## src/rtl/uart_pkg.sv

```systemverilog
// uart_pkg
// Shared definitions for the UART pair (uart_tx / uart_rx) running on the
// 3.125 MHz clock at 230400 baud.
//   uart_state_e : receiver FSM state encoding
//   BIT_CYCLES   : clock cycles per bit window
//   PARITY_EVEN / PARITY_ODD : parity_type input encoding, shared with uart_tx
package uart_pkg;

    typedef enum logic [2:0] {
        IDLE      = 3'd0,
        START     = 3'd1,
        DATA      = 3'd2,
        PARITY    = 3'd3,
        STOP      = 3'd4,
        WAIT_HIGH = 3'd5
    } uart_state_e;

    localparam int BIT_CYCLES = 14;

    localparam logic PARITY_EVEN = 1'b0;
    localparam logic PARITY_ODD  = 1'b1;

endpackage

```

## src/rtl/uart_rx_sync_2ff.sv

```systemverilog
// sync_2ff
// Two-flop synchroniser for asynchronous inputs. The reset value is a
// parameter so that idle-high lines (such as a UART rx) do not show a false
// edge when reset is released.
//   clk   : destination clock
//   rst   : asynchronous active-high reset
//   d     : asynchronous input
//   q     : synchronised output, 2 cycles behind d
module sync_2ff #(
    parameter int   WIDTH     = 1,
    parameter logic RESET_VAL = 1'b1
) (
    input  logic             clk,
    input  logic             rst,
    input  logic [WIDTH-1:0] d,
    output logic [WIDTH-1:0] q
);

    logic [WIDTH-1:0] meta_q;
    logic [WIDTH-1:0] sync_q;

    always_ff @(posedge clk or posedge rst) begin
        if (rst) begin
            meta_q <= {WIDTH{RESET_VAL}};
            sync_q <= {WIDTH{RESET_VAL}};
        end else begin
            meta_q <= d;
            sync_q <= meta_q;
        end
    end

    assign q = sync_q;

endmodule

```

## src/rtl/uart_rx.sv

```systemverilog
// uart_rx
// UART receiver: 1 start bit, 8 data bits MSB first, 1 parity bit (even or
// odd), 1 stop bit, BIT_CYCLES clocks per bit. Produces a one-cycle
// rx_complete strobe with the byte, the received parity bit and the error
// flags, which hold until the next completed frame.
//   clk_3125      : 3.125 MHz system clock
//   reset         : asynchronous active-high reset
//   rx            : serial line, idles high
//   parity_type   : 0 = even, 1 = odd; captured at start detection
//   rx_msg        : received byte, rx_msg[7] = first data bit on the line
//   rx_parity     : parity bit as received
//   parity_error  : received parity differs from the expected parity
//   framing_error : stop bit sampled low
//   rx_complete   : one-cycle strobe, other outputs valid while high
module uart_rx #(
    parameter int BIT_CYCLES   = uart_pkg::BIT_CYCLES,
    parameter int SAMPLE_POINT = 6
) (
    input  logic       clk_3125,
    input  logic       reset,
    input  logic       rx,
    input  logic       parity_type,
    output logic [7:0] rx_msg,
    output logic       rx_parity,
    output logic       parity_error,
    output logic       framing_error,
    output logic       rx_complete
);

    import uart_pkg::*;

    logic rx_s;

    sync_2ff #(
        .WIDTH    (1),
        .RESET_VAL(1'b1)
    ) u_sync (
        .clk(clk_3125),
        .rst(reset),
        .d  (rx),
        .q  (rx_s)
    );

    uart_state_e state_q, state_d;
    logic [3:0]  cyc_cnt_q, cyc_cnt_d;
    logic [2:0]  bit_cnt_q, bit_cnt_d;
    logic [7:0]  shift_q, shift_d;
    logic        par_q, par_d;
    logic        ptype_q, ptype_d;
    logic [7:0]  rx_msg_q, rx_msg_d;
    logic        rx_parity_q, rx_parity_d;
    logic        parity_error_q, parity_error_d;
    logic        framing_error_q, framing_error_d;
    logic        rx_complete_q, rx_complete_d;

    // The counter is cleared on the start-detection edge t0, so when it reads
    // n the coming edge is t0 + n + 1 (mod window). Sampling at SAMPLE_POINT-1
    // therefore lands on edge t0 + 14k + SAMPLE_POINT, and the window closes
    // on edge t0 + 14k + 14.
    logic sample_now;
    logic win_end;
    logic exp_parity;

    assign sample_now = (cyc_cnt_q == 4'(SAMPLE_POINT - 1));
    assign win_end    = (cyc_cnt_q == 4'(BIT_CYCLES - 1));
    assign exp_parity = (ptype_q == PARITY_EVEN) ? ^shift_q : ~^shift_q;

    always_comb begin
        state_d         = state_q;
        cyc_cnt_d       = win_end ? 4'd0 : cyc_cnt_q + 4'd1;
        bit_cnt_d       = bit_cnt_q;
        shift_d         = shift_q;
        par_d           = par_q;
        ptype_d         = ptype_q;
        rx_msg_d        = rx_msg_q;
        rx_parity_d     = rx_parity_q;
        parity_error_d  = parity_error_q;
        framing_error_d = framing_error_q;
        rx_complete_d   = 1'b0;

        case (state_q)
            IDLE: begin
                cyc_cnt_d = 4'd0;
                if (!rx_s) begin
                    ptype_d   = parity_type;
                    bit_cnt_d = 3'd0;
                    state_d   = START;
                end
            end
            START: begin
                // A high mid-bit sample means the low was a glitch.
                if (sample_now && rx_s) begin
                    state_d = IDLE;
                end else if (win_end) begin
                    state_d = DATA;
                end
            end
            DATA: begin
                if (sample_now) begin
                    shift_d = {shift_q[6:0], rx_s};
                end
                if (win_end) begin
                    bit_cnt_d = bit_cnt_q + 3'd1;
                    if (bit_cnt_q == 3'd7) begin
                        state_d = PARITY;
                    end
                end
            end
            PARITY: begin
                if (sample_now) begin
                    par_d = rx_s;
                end
                if (win_end) begin
                    state_d = STOP;
                end
            end
            STOP: begin
                // Finish at the stop-bit sample rather than the window end,
                // leaving slack for back-to-back frames.
                if (sample_now) begin
                    rx_msg_d        = shift_q;
                    rx_parity_d     = par_q;
                    parity_error_d  = (par_q != exp_parity);
                    framing_error_d = ~rx_s;
                    rx_complete_d   = 1'b1;
                    state_d         = rx_s ? IDLE : WAIT_HIGH;
                end
            end
            WAIT_HIGH: begin
                // A held-low (break) line must return high before a new start.
                if (rx_s) begin
                    state_d = IDLE;
                end
            end
            default: begin
                state_d = IDLE;
            end
        endcase
    end

    always_ff @(posedge clk_3125 or posedge reset) begin
        if (reset) begin
            state_q         <= IDLE;
            cyc_cnt_q       <= 4'd0;
            bit_cnt_q       <= 3'd0;
            shift_q         <= 8'd0;
            par_q           <= 1'b0;
            ptype_q         <= 1'b0;
            rx_msg_q        <= 8'd0;
            rx_parity_q     <= 1'b0;
            parity_error_q  <= 1'b0;
            framing_error_q <= 1'b0;
            rx_complete_q   <= 1'b0;
        end else begin
            state_q         <= state_d;
            cyc_cnt_q       <= cyc_cnt_d;
            bit_cnt_q       <= bit_cnt_d;
            shift_q         <= shift_d;
            par_q           <= par_d;
            ptype_q         <= ptype_d;
            rx_msg_q        <= rx_msg_d;
            rx_parity_q     <= rx_parity_d;
            parity_error_q  <= parity_error_d;
            framing_error_q <= framing_error_d;
            rx_complete_q   <= rx_complete_d;
        end
    end

    assign rx_msg        = rx_msg_q;
    assign rx_parity     = rx_parity_q;
    assign parity_error  = parity_error_q;
    assign framing_error = framing_error_q;
    assign rx_complete   = rx_complete_q;

endmodule

```

## config.mk

```make
export PLATFORM = sky130hd
export DESIGN_NAME = uart_rx
export DESIGN_NICKNAME = d
export VERILOG_FILES = /design/src/rtl/uart_pkg.sv /design/src/rtl/uart_rx_sync_2ff.sv /design/src/rtl/uart_rx.sv
export SDC_FILE = /design/constraint.sdc
export NUM_CORES = 1
export LEC_CHECK = 0
export CAP_MARGIN = 20
export CORE_AREA = 2 2 65 51
export DETAILED_ROUTE_END_ITERATION = 6
export DIE_AREA = 0 0 67 53
export DONT_BUFFER_PORTS = 1
export GPL_TIMING_DRIVEN = 0
export HOLD_SLACK_MARGIN = 0.1
export PLACE_DENSITY = 0.71
export SETUP_SLACK_MARGIN = 0.4
export SLEW_MARGIN = 20
export SYNTH_ARGS = -nofsm -noshare
export SYNTH_HDL_FRONTEND = slang
export SYNTH_SLANG_ARGS = --single-unit
export TNS_END_PERCENT = 10
```

## constraint.sdc

```tcl
create_clock -name clk_3125 -period 1.46 [get_ports clk_3125]
set_input_delay 0.146 -clock clk_3125 [delete_from_list [all_inputs] [get_ports clk_3125]]
set_output_delay 0.146 -clock clk_3125 [all_outputs]
set_load 0.01 [all_outputs]
```

Word-level counts from Yosys, hierarchy flattened
Index checks and enable logic that the tools add are counted.
- add/sub/neg operators: 2
- eq/ne operators: 16
- multiplexer cells: 18
- bitwise logic cells: 1
- reductions and logical operators: 11
- operators with widths (operator ; count):
    3-bit two-way mux ; 11
    3-bit one-hot mux with 6 select lines ; 1
    2-bit != test (second input constant) ; 5
    3-bit == test (second input constant) ; 3
    4-bit two-way mux ; 2
    2-bit AND reduction ; 4
    8-bit XNOR reduction ; 1
    8-bit parity ; 1
    7-bit AND reduction ; 1
    3-bit by 2-bit == test with 1-bit output (second input constant) ; 2
    3-bit one-hot mux with 2 select lines ; 1
    4-bit by 1-bit adder with 4-bit output (second input constant) ; 1
    4-bit by 3-bit == test with 1-bit output (second input constant) ; 1
    4-bit == test (second input constant) ; 1
    3-bit by 1-bit adder with 3-bit output (second input constant) ; 1
    3-bit by 1-bit == test with 1-bit output (second input constant) ; 1
    3-bit zero test ; 1
    1-bit two-way mux ; 3
    3-bit != test (second input constant) ; 1
    3-bit AND reduction ; 1
    2-bit by 1-bit != test with 1-bit output (second input constant) ; 1
    2-bit nonzero test ; 1
    1-bit logical AND ; 1
    1-bit != test ; 1
    1-bit NOT ; 1
- bits in registers: 34
- bits of input ports: 4
- output and inout port bits: 12
- logic and storage cells: 61

Depth between registers and ports, before layout
Gate-level depths: netlist of run 1.
- depth after elaboration: 4
- gate-level depth with buffers: 8
- depth with buffers taken out: 6

By module
From an unflattened synthesis of run 1, not the netlist that was laid out.
- cell total of the unflattened synthesis: 123
- area, all modules: 1596.5 um2
- by module, submodules not included (module ; instances ; cells each ; area an instance (um2) ; sequential area each (um2)):
    uart_rx ; 1 ; 120 ; 1540.2 ; 800.8
    sync_2ff ; 1 ; 3 ; 56.3 ; 52.6

Worst setup path before layout of run 1
Ideal clock, no wire load.
- path type: register to register
- from: register cyc_cnt_q[0]
- to: register rx_msg_q[0] (netlist: rx_msg[0])
- setup time: 125 ps
- arrival: 1471 ps
- data required time: 1335 ps
- slack: -136 ps
- stages on the path, launching flop included: 7
- path buffers: 2
- clock period less this slack: 1596 ps
- path through: dfrtp_1 ha_1 and3b_1 buf_2 nand3_4 buf_6 mux2_4
- word-level cells in the longest chain between the ends: 2
- RTL lines (what ; RTL line ; RTL):
    start: declaration ; uart_rx.sv:45 ; logic [3:0] cyc_cnt_q, cyc_cnt_d;
    start signal: assignment ; uart_rx.sv:156 ; cyc_cnt_q <= cyc_cnt_d;
    4-bit by 3-bit == test with 1-bit output ; uart_rx.sv:64 ; assign sample_now = (cyc_cnt_q == 4'(SAMPLE_POINT - 1));
    2-bit AND reduction (no line) ; n/a ;
    end signal: assignment ; uart_rx.sv:161 ; rx_msg_q <= rx_msg_d;
    end: declaration ; uart_rx.sv:50 ; logic [7:0] rx_msg_q, rx_msg_d;
No other way between the ends.
A chain may end at the register's enable or synchronous reset.

Worst setup path in the final report of run 1
- from: register cyc_cnt_q[0]
- to: register rx_msg_q[5] (netlist: rx_msg[5])
Same word-level chain as after synthesis.

==> impl_metrics.toml, run 1 <==
[status]
outcome = "complete, but fails checks"
failed_checks = "setup timing"

[sta]
slew_headroom_pct = 54.2
period_needed_ns = 1.55
worstMarginPinSlew_ns = 0.687
period_share_pct = 106
setup_viol = 18
tns_ns = -0.913
hold_viol = 0
worst_slack_ns = -0.0885
max_freq_mhz = 646
drv_slew = 0
clock_skew_ns = 0.00832
rsz0062_at_grt = "true"

[yosys]
syn_area_sq_um = 1550
synth_seq_cells = 34
yosys_most_used_dff = "dfrtp_1"
yosys_warnings = 0
netlist_instances = 119
async_flop_share_pct = 100
synth-xor-area-share_pct = 7.12
synthSimpleGateAreaFrac_pct = 9.30
syn_nets = 127
synthDistinctLibCells = 30
synth_top_family_by_area = "multiplexers"
synth_edf_count = 0
syn_area_per_cell_sq_um = 13.0
synthMuxAreaShare_pct = 14.3
synth-adder-area-share_pct = 3.24
synth-compound-area-share_pct = 7.77
yosysSeqAreaShare_pct = 55.2

[clocking]
clockBufferDepth = 2
cts_htree_levels = 2
clockRootBuffer = "clkbuf_8"
clk_latency_ns = 0.29
cts_tree = "yes"
cts.sinks = 34
cts_made_buffers = 5
path_clk_slew_ns = 0.06

[die]
start_util_pct = 53.5
fp-row-count = 17
core_area_sq_um = 2890
io_pins = 16
die_width_um = 67
die_area_sq_um = 3550
die_h_um = 53

[critical_path]
cp_max_fo = 4
critPathLaunchType = "register"
cpPeakStageDelay_ns = 0.41
timing.critical_path.max_delay_family = "flip-flops"
cp_slowest_cell = "dfrtp_1"
worstPathCellList = "ha_4 > and3b_1 > buf_6 > nand3_4 > buf_4 > mux2_2"
critPathRequiredTime_ns = 1.63
worstSetupPathType = "reg2reg"
cp.buffers_inverters = 2
crit_arrival_ns = 1.72
endpoint_kind = "register"

[global_route]
grt_pass1_vias = 986
antenna_found_initial = 0
grt_pass1_wl_mm = 4.51
grt_max_degree = 35
overflow = 0
track_usage_pct = 17.9

[layout]
diodes = 0
fin_nets = 147
syn2layout_area_growth_pct = 20.8
seqCellArea_sq_um = 853
final_cell_area_sq_um = 1870
n_fill_cell = 240
drive_above_1_share_pct = 37.9
multi_input_area_sq_um = 704
final_cells = 178

[routing]
drt_wl_total_mm = 2.77
drc_errors = 0
antenna_left = 0
wire_per_inst_um = 15.6
drtIter0Drc = 69
dr_total_vias = 957
dr.pass1.iters = 4
vias_per_cell = 5.38

[worst_hold_path]
hold_class = "reg2reg"

[place]
post-place-ws_ns = -0.216
place_area_sq_um = 1600
port-buffer-count = 0
dp_hpwl_mm = 1.79
dp.cells = 157
place_congestion = 0.767

[power]
internal_power_w = 0.00163
pwr-share-clk_pct = 31.5
leakage_nw = 0.906
p_per_area_nw_per_um2 = 1210
p_sw_w = 0.000628
finalPower_w = 0.00226
switching_share_pct = 27.8
p_comb_share_pct = 22.5
peakVddDrop_mv = 0.747
p_seq_share_pct = 46.0

[run]
cap_violations = 0
through the flow:
step                hold WS, ns  utilization (%)
floorplan                 0.150                -
global placement          0.151             55.4
detailed placement        0.151             55.4
CTS                       0.357             62.2
global route              0.364             64.6
finish                    0.355             64.6
logic make-up after synthesis:
family                     count (synthesis)
buffers and inverters                     10
AOI/OAI and AO/OA                         17
muxes                                     18
xor gates and xnor gates                  11
DFF                                       34
and+or+nand+nor                           25
adders and majority gates                  4
placed cells by master (no fill, tap or decap), types with 2 or more instances in the layout:
cell type      Yosys  layout
buf_6              1       2
mux2_4             5       5
nand2_1            6       6
buf_4              0       9
nand3_4            1       3
o21ai_0            7       2
inv_1              5       3
dlygate4sd3_1      0       3
inv_2              0       2
ha_1               4       2
clkbuf_8           0       6
dfstp_2            2       2
buf_2              2       2
a22o_1             5       5
mux2_2            13      13
xor2_1             3       3
xnor2_1            7       7
dfrtp_1           32      32
nor2_1             7       6
o21ai_1            0       5
nand4b_1           2       2
power by group through the flow:
| stage | Combinational, W | Clock [W] | Sequential (W) |
|---|---|---|---|
| finish | 0.000508 | 0.000713 | 0.00104 |
| global route | 0.000561 | 0.000761 | 0.00105 |
| CTS | 0.000412 | 0.000730 | 0.00103 |
| detailed placement | 0.000334 | 0 | 0.00105 |
| global placement | 0.000317 | 0 | 0.00105 |
| floorplan | 0.000272 | 0 | 0.00105 |
final cells by class:
class	instances	area share, %
Tap cell	38	2.55
Multi-Input combinational cell	75	37.7
Inverter	5	1.00
Clock buffer	7	4.62
Timing Repair Buffer	13	5.83
Buffer	5	2.34
Clock inverter	1	0.268
Sequential cell	34	45.7
sequential cells by signal, indices dropped and copies added (netlist names), 3 cells and up:
name and cells:
bit_cnt_q 3, shift_q 8, state_q 3, cyc_cnt_q 4, rx_msg 8
final timing paths:
path                                         start                      to  slack, ns  cells after the start
hold reg to reg            u_sync.meta_q$_DFF_PP1_      u_sync.q$_DFF_PP1_       0.36                      0
max in group asynchronous                    reset  cyc_cnt_q[3]$_DFF_PP0_       0.59                      2
hold / removal             u_sync.meta_q$_DFF_PP1_      u_sync.q$_DFF_PP1_       0.36                      0
setup / recovery            cyc_cnt_q[0]$_DFF_PP0_   rx_msg[5]$_DFFE_PP0P_      -0.09                      6
setup reg to reg            cyc_cnt_q[0]$_DFF_PP0_   rx_msg[5]$_DFFE_PP0P_      -0.09                      6
min in group asynchronous                    reset   rx_msg[0]$_DFFE_PP0P_       0.42                      2
Yosys cell counts, types with 2 or more instances:
library cell  count  area share [%]
a22o_1            5             2.8
buf_2             2            0.65
dfstp_2           2             3.4
xnor2_1           7             4.0
dfrtp_1          32              52
o221ai_1          2             1.1
mux2_4            5             4.9
inv_1             5             1.2
mux2_2           13             9.5
nand3_1           2            0.65
xor2_1            3             1.7
o21ai_0           7             2.3
nor2_1            7             1.7
nand2_1           6             1.5
ha_1              4             3.2
nand4b_1          2             1.1
clkbuf_1          2            0.49
worst reg2reg max path, stage by stage, from the launching register on:
cell	delay [ns]
dfrtp_1	0.41
ha_4	0.17
and3b_1	0.18
buf_6	0.13
nand3_4	0.09
buf_4	0.13
mux2_2	0.32
routing by layer:
metal	wire length (um)	GRT usage [%]	part of all wire (%)	up-vias
met3	184	8.09	6.6	7
met1	1330	23.2	48	466
met5	0	0	0	-
met2	1220	25.7	44	26
li1	-	-	-	458
met4	42	7.82	1.5	0
repair_timing:
| action | CTS | global route |
|---|---|---|
| pin swaps | 4 | 3 |
| resized for setup | 6 | 17 |
| buffers inserted | 8 | 2 |
| endpoints found under the hold margin | 34 | 0 |
| hold buffers | 3 | 0 |
| endpoints found under the setup margin | 32 | 32 |
(Power assumes the default switching activity.)
==> run 2: changes to the inputs <==
--- a/config.mk
+++ b/config.mk
@@ -6,9 +6,9 @@
 export NUM_CORES = 1
 export LEC_CHECK = 0
 export CAP_MARGIN = 20
-export CORE_AREA = 2 2 65 51
+export CORE_AREA = 2 2 66 52
 export DETAILED_ROUTE_END_ITERATION = 6
-export DIE_AREA = 0 0 67 53
+export DIE_AREA = 0 0 68 54
 export DONT_BUFFER_PORTS = 1
 export GPL_TIMING_DRIVEN = 0
 export HOLD_SLACK_MARGIN = 0.1
@@ -17,5 +17,6 @@
 export SLEW_MARGIN = 20
 export SYNTH_ARGS = -nofsm -noshare
 export SYNTH_HDL_FRONTEND = slang
+export SYNTH_HIERARCHICAL = 1
 export SYNTH_SLANG_ARGS = --single-unit
 export TNS_END_PERCENT = 10
==> run 2 against run 1 <==
The run still ends with setup timing left. Combinational power decreased by 3%. Clock power grew 1%. Core utilization is 3.3 points lower. Via count increased by 0.84%. First-iteration DRC count decreased by 51%. Hold slack improved by 0.0023 ns. Final area up 2.0%. Synthesized area increased by 3.2%. Register-to-register slack worse by 0.19 ns. Clock skew decreased by 0.0041 ns.
==> impl_metrics.toml, run 2 <==
[critical_path]
cp.buffers_inverters = 3
endpoint_kind = "register"
r2r_slack_ns = -0.28
crit_arrival_ns = 1.91
r2r.worst_path.cells = 7
timing.critical_path.max_delay_family = "simple AND/OR/NAND/NOR gates"
critPathLaunchType = "register"
rr_endpoint = "rx_msg[1]$_DFFE_PP0P_"
reg2reg_from = "cyc_cnt_q[1]$_DFF_PP0_"
worstSetupPathType = "reg2reg"
worstPathCellList = "inv_2 > ha_4 > nand3b_4 > or3_4 > buf_6 > buf_12 > mux2_4"
cp_max_fo = 10
cp.depth = 7
cp_slowest_cell = "dfrtp_1"
critPathRequiredTime_ns = 1.63
cpPeakStageDelay_ns = 0.39

[place]
port-buffer-count = 0
dp_hpwl_mm = 1.81
dp.cells = 163
place_congestion = 0.869

[layout]
mostFrequentLayoutCells = "dfrtp_1 (31), mux2_2 (12), mux2_4 (9), xnor2_1 (7), clkbuf_8 (6)"
fin_nets = 146
final_cells = 179
fin_util_pct = 61.3
final_common_cell = "dfrtp_1"
syn2layout_area_growth_pct = 19.4
n_fill_cell = 248
diodes = 0
drive_above_1_share_pct = 39.6

[power]
p_comb_share_pct = 21.3
p_seq_share_pct = 47.4
peakVddDrop_mv = 0.676
p_sw_w = 0.000667
leakage_nw = 0.953
p_per_area_nw_per_um2 = 1210
pwr-share-clk_pct = 31.3
switching_share_pct = 28.9
internal_power_w = 0.00164

[sta]
worstMarginPinSlew_ns = 0.665
period_share_pct = 119
clock_skew_ns = 0.00422
drv_slew = 0
period_needed_ns = 1.74
tns_ns = -4.11
slew_headroom_pct = 55.6
hold_viol = 0
setup_viol = 23
worst_slack_ns = -0.282
max_freq_mhz = 574
rsz0062_at_grt = "true"

[yosys]
yosysMostFrequentCell = "dfrtp_1"
synth_seq_cells = 34
netlist_instances = 123
yosysSeqAreaShare_pct = 53.4
async_flop_share_pct = 100
synthTopCellsByArea = "dfrtp_1 (50%), mux2_2 (11%), mux2_4 (5.6%), xnor2_1 (3.8%), dfstp_2 (3.3%)"
yosys_warnings = 6
syn_area_per_cell_sq_um = 13.0
synth_edf_count = 0
yosys_most_used_dff = "dfrtp_1"
syn_nets = 131
syn_area_sq_um = 1600
yosysTopAreaCellShare_pct = 50.2
synthTopCellsByCount = "dfrtp_1 (32), mux2_2 (15), xnor2_1 (7)"
synthDistinctLibCells = 38
synth_largest_area_cell = "dfrtp_1"

[global_route]
grt_pass1_wl_mm = 4.75
grt_max_degree = 33
grt_pass1_vias = 1008
antenna_found_initial = 0
overflow = 0
track_usage_pct = 18.3

[routing]
vias_per_cell = 5.39
dr_total_vias = 965
drc_errors = 0
antenna_left = 0
drt_wl_total_mm = 2.83
dr.pass1.iters = 4
wire_per_inst_um = 15.8
drtIter0Drc = 34

[die]
io_pins = 16
start_util_pct = 51.4
die_area_sq_um = 3670
die_h_um = 54
fp-row-count = 18
core_area_sq_um = 3110
die_width_um = 68

[clocking]
clk_latency_ns = 0.29
clockBufferDepth = 2
cts_made_buffers = 5
path_clk_slew_ns = 0.07
cts_htree_levels = 2
clockRootBuffer = "clkbuf_8"
cts.sinks = 34
cts_tree = "yes"

[status]
failed_checks = "setup timing"
outcome = "complete, but fails checks"

[run]
cap_violations = 0

[worst_hold_path]
hold_class = "in2async"
==> run 2: cell types whose count changed after synthesis, sizes merged, moves of 2 or more <==
cell    before  now
a21oi        0    2
nand3        4    2
nor3         1    3
o21ai        7    2
mux2        18   21
o221ai       2    0
==> run 2: cells by family after synthesis <==
kind of cell	after synthesis	share of synthesized area (%)
AND/OR/NAND/NOR	26	8.86
XOR/XNOR	11	6.90
buffers and inverters	11	3.84
AO/OA/AOI/OAI	16	7.60
flip-flops	34	53.4
adder cells (fa/ha/maj)	4	3.13
multiplexers	21	16.2
==> run 2: what timing repair did <==
action / 4_1_cts / 5_1_grt
endpoints found under the hold margin: 36 / 0
pin swaps: 1 / 1
gates resized for setup: 11 / 8
hold buffers: 3 / 0
setup buffers: 5 / 0
endpoints found under the setup margin: 32 / 32
==> run 2: metal layers <==
metal,track usage (%),vias to the layer above,part of all wire [%]
li1,-,465,-
met4,9.00,0,1.1
met3,5.86,4,4.1
met2,28.0,18,48
met1,23.4,478,47
met5,0,-,0
==> run 2: worst max path at each step <==
stage                           start                     to
3_3_place_gp   cyc_cnt_q[1]$_DFF_PP0_  rx_msg[6]$_DFFE_PP0P_
6_report       cyc_cnt_q[1]$_DFF_PP0_  rx_msg[1]$_DFFE_PP0P_
4_1_cts        cyc_cnt_q[1]$_DFF_PP0_  rx_msg[1]$_DFFE_PP0P_
2_1_floorplan  cyc_cnt_q[1]$_DFF_PP0_  rx_msg[0]$_DFFE_PP0P_
5_1_grt        cyc_cnt_q[1]$_DFF_PP0_  rx_msg[1]$_DFFE_PP0P_
3_5_place_dp   cyc_cnt_q[1]$_DFF_PP0_  rx_msg[1]$_DFFE_PP0P_
==> run 2: layout make-up <==
| cell class | instances | area [sq um] | area share (%) |
|---|---|---|---|
| multi-input combinational | 78 | 759 | 39.9 |
| clock inverter | 2 | 12.5 | 0.657 |
| sequential | 34 | 855 | 44.8 |
| clock buffer | 6 | 82.6 | 4.33 |
| inverter | 6 | 22.5 | 1.18 |
| timing repair buffer | 8 | 67.6 | 3.55 |
| tap | 40 | 50.0 | 2.63 |
| buffer | 5 | 56.3 | 2.95 |
==> run 2: worst register-to-register path, cell delays in order (launching register included) <==
cell,delay (ns)
dfrtp_1,0.39
inv_2,0.07
ha_4,0.15
nand3b_4,0.10
or3_4,0.35
buf_6,0.13
buf_12,0.13
mux2_4,0.30
==> run 2: power by group through the flow <==
stage	Clock (W)	Combinational (W)	Sequential [W]
floorplan	0	0.000329	0.00109
global placement	0	0.000371	0.00110
detailed placement	0	0.000384	0.00111
CTS	0.000741	0.000461	0.00108
global route	0.000794	0.000557	0.00110
finish	0.000722	0.000492	0.00109
==> run 2: through the flow <==
stage	cell area, sq um	total power, W	worst slack (ns)	hold slack (ns)
after floorplan	1620	0.00142	-0.207	0.0575
after global placement	1670	0.00147	-0.282	0.0643
after detailed placement	1670	0.00149	-0.305	0.0683
after CTS	1870	0.00228	-0.260	0.350
after global routing	1910	0.00246	-0.329	0.357
final	1910	0.00231	-0.282	0.358
==> run 3: changes to the inputs <==
--- a/config.mk
+++ b/config.mk
@@ -6,14 +6,15 @@
 export NUM_CORES = 1
 export LEC_CHECK = 0
 export CAP_MARGIN = 20
-export CORE_AREA = 2 2 66 52
+export CORE_AREA = 2 2 63 50
 export DETAILED_ROUTE_END_ITERATION = 6
-export DIE_AREA = 0 0 68 54
+export DIE_AREA = 0 0 65 52
 export DONT_BUFFER_PORTS = 1
 export GPL_TIMING_DRIVEN = 0
 export HOLD_SLACK_MARGIN = 0.1
-export PLACE_DENSITY = 0.71
+export PLACE_DENSITY = 0.74
 export SETUP_SLACK_MARGIN = 0.4
+export SKIP_LAST_GASP = 1
 export SLEW_MARGIN = 20
 export SYNTH_ARGS = -nofsm -noshare
 export SYNTH_HDL_FRONTEND = slang
==> constraint.sdc (replaced) <==
create_clock -name clk_3125 -period 2 [get_ports clk_3125]
set_input_delay 0.2 -clock clk_3125 [delete_from_list [all_inputs] [get_ports clk_3125]]
set_output_delay 0.2 -clock clk_3125 [all_outputs]
set_load 0.01 [all_outputs]
==> run 3 against run 2 <==
First-iteration DRC count increased by 29%. Routed wire length decreased by 5.2%. Global-route usage rose by 0.43 points. Register-to-register slack improved by 0.61 ns. Sequential share of layout area is 1.4 points higher. Clock-buffer cell count up 2. Clock skew grew 0.0030 ns. Clock power down 35%. The run now ends clean. Fmax up 3.9%. Non-clock buffer count stayed put. Cell count fell by 1.1%.
==> impl_metrics.toml, run 3 (synthesis results as in run 2) <==
[critical_path]
r2r.worst_path.cells = 7
r2r_slack_ns = 0.32
critPathLaunchType = "register"
endpoint_kind = "register"
worstSetupPathType = "reg2reg"
cp_max_fo = 10
critPathRequiredTime_ns = 2.16
crit_arrival_ns = 1.83

[worst_hold_path]
holdPathStages = 0
hold_class = "reg2reg"

[power]
p_per_area_nw_per_um2 = 874
leakage_nw = 0.937
peakVddDrop_mv = 0.594
finalPower_w = 0.00161

[clocking]
clockRootBuffer = "clkbuf_8"
cts_htree_levels = 2
clk_latency_ns = 0.28
clockBufferDepth = 2
cts.sinks = 34
cts_tree = "yes"
path_clk_slew_ns = 0.06
cts_made_buffers = 5

[sta]
slew_headroom_pct = 57.2
period_share_pct = 83.8
worstMarginPinSlew_ns = 0.641
clock_skew_ns = 0.00725
setup_viol = 0
drv_slew = 0
max_freq_mhz = 597
hold_viol = 0
period_needed_ns = 1.68
rsz0062_at_grt = "true"
tns_ns = 0

[place]
dp.cells = 161
place_congestion = 0.848
port-buffer-count = 0
dp_hpwl_mm = 1.82

[die]
fp-row-count = 17
start_util_pct = 57.3
die_h_um = 52
die_width_um = 65
die_area_sq_um = 3380
core_area_sq_um = 2790
io_pins = 16

[global_route]
antenna_found_initial = 0
grt_pass1_wl_mm = 4.64
track_usage_pct = 18.7
grt_max_degree = 33
grt_pass1_vias = 1029
overflow = 0

[routing]
antenna_left = 0
drc_errors = 0
drt_wl_total_mm = 2.69
vias_per_cell = 5.48
dr.pass1.iters = 4
wire_per_inst_um = 15.2
drtIter0Drc = 44
dr_total_vias = 970

[layout]
mostFrequentLayoutCells = "dfrtp_1 (32), mux2_2 (15), xnor2_1 (7), mux2_4 (6)"
fin_util_pct = 66.2
final_common_cell = "dfrtp_1"
syn2layout_area_growth_pct = 15.5
n_fill_cell = 220
diodes = 0
fin_nets = 146
final_cells = 177
drive_above_1_share_pct = 35.3

[run]
cap_violations = 0

[status]
outcome = "finished clean"
[run 3: cell count changes in the layout (fill, tap and decap cells not counted), moves of 2 or more]
cell / before / now
clkbuf_1: 0 / 3
mux2_2: 12 / 15
clkbuf_2: 0 / 2
mux2_4: 9 / 6
nor3_1: 0 / 2
[run 3: power breakdown]
group	internal (W)	switching, W	total (W)
logic	0.000178	0.000174	0.000352
registers	0.000738	0.0000547	0.000793
clock network	0.000247	0.000220	0.000467
total	0.00116	0.000448	0.00161
[run 3: path summary, 6_finish.rpt]
path / startpoint / to
max: cyc_cnt_q[1]$_DFF_PP0_ / rx_msg[1]$_DFFE_PP0P_
min: u_sync/meta_q$_DFF_PP1_ / u_sync/q$_DFF_PP1_
max reg2reg: cyc_cnt_q[1]$_DFF_PP0_ / rx_msg[1]$_DFFE_PP0P_
min reg2reg: u_sync/meta_q$_DFF_PP1_ / u_sync/q$_DFF_PP1_
max in group asynchronous: reset / rx_msg[1]$_DFFE_PP0P_
min in group asynchronous: reset / u_sync/q$_DFF_PP1_
[run 3: worst max-delay path, stage by stage, from the launching register on]
cell and delay, ns:
dfrtp_1 0.38, inv_2 0.07, ha_4 0.14, nand3b_4 0.08
or3_4 0.34, buf_6 0.13, buf_12 0.13, mux2_4 0.29
[run 3: through the flow]
stage | worst slack [ns] | hold WS, ns | cell area [sq um]
final | 0.324 | 0.355 | 1840
after global routing | 0.246 | 0.358 | 1840
after CTS | 0.317 | 0.357 | 1820
after detailed placement | 0.256 | 0.122 | 1670
after global placement | 0.273 | 0.116 | 1670
after floorplan | 0.333 | 0.112 | 1620
[run 3: cell type report]
| cell class | instances | area [sq um] | share of cell area, % |
|---|---|---|---|
| well taps | 38 | 47.5 | 2.58 |
| flip-flops and latches | 34 | 853 | 46.3 |
| plain buffers | 5 | 46.3 | 2.51 |
| multi-input cells | 78 | 727 | 39.4 |
| inverters | 6 | 22.5 | 1.22 |
| repair buffers | 8 | 67.6 | 3.66 |
| clock buffers | 8 | 80.1 | 4.34 |
[run 3: repair_timing]
action / in CTS / in global routing
pin swaps: 0 / 1
hold endpoints to repair: 36 / 0
endpoints found under the setup margin: 17 / 24
gates resized for setup: 3 / 5
setup buffers: 5 / 0
hold buffers: 3 / 0
[run 3: per-layer routing]
| metal | track usage [%] | vias up | wire, um |
|---|---|---|---|
| met3 | 6.49 | 4 | 139 |
| met5 | 0 | - | 0 |
| li1 | - | 463 | - |
| met4 | 7.45 | 0 | 35 |
| met1 | 24.4 | 477 | 1290 |
| met2 | 28.7 | 26 | 1220 |
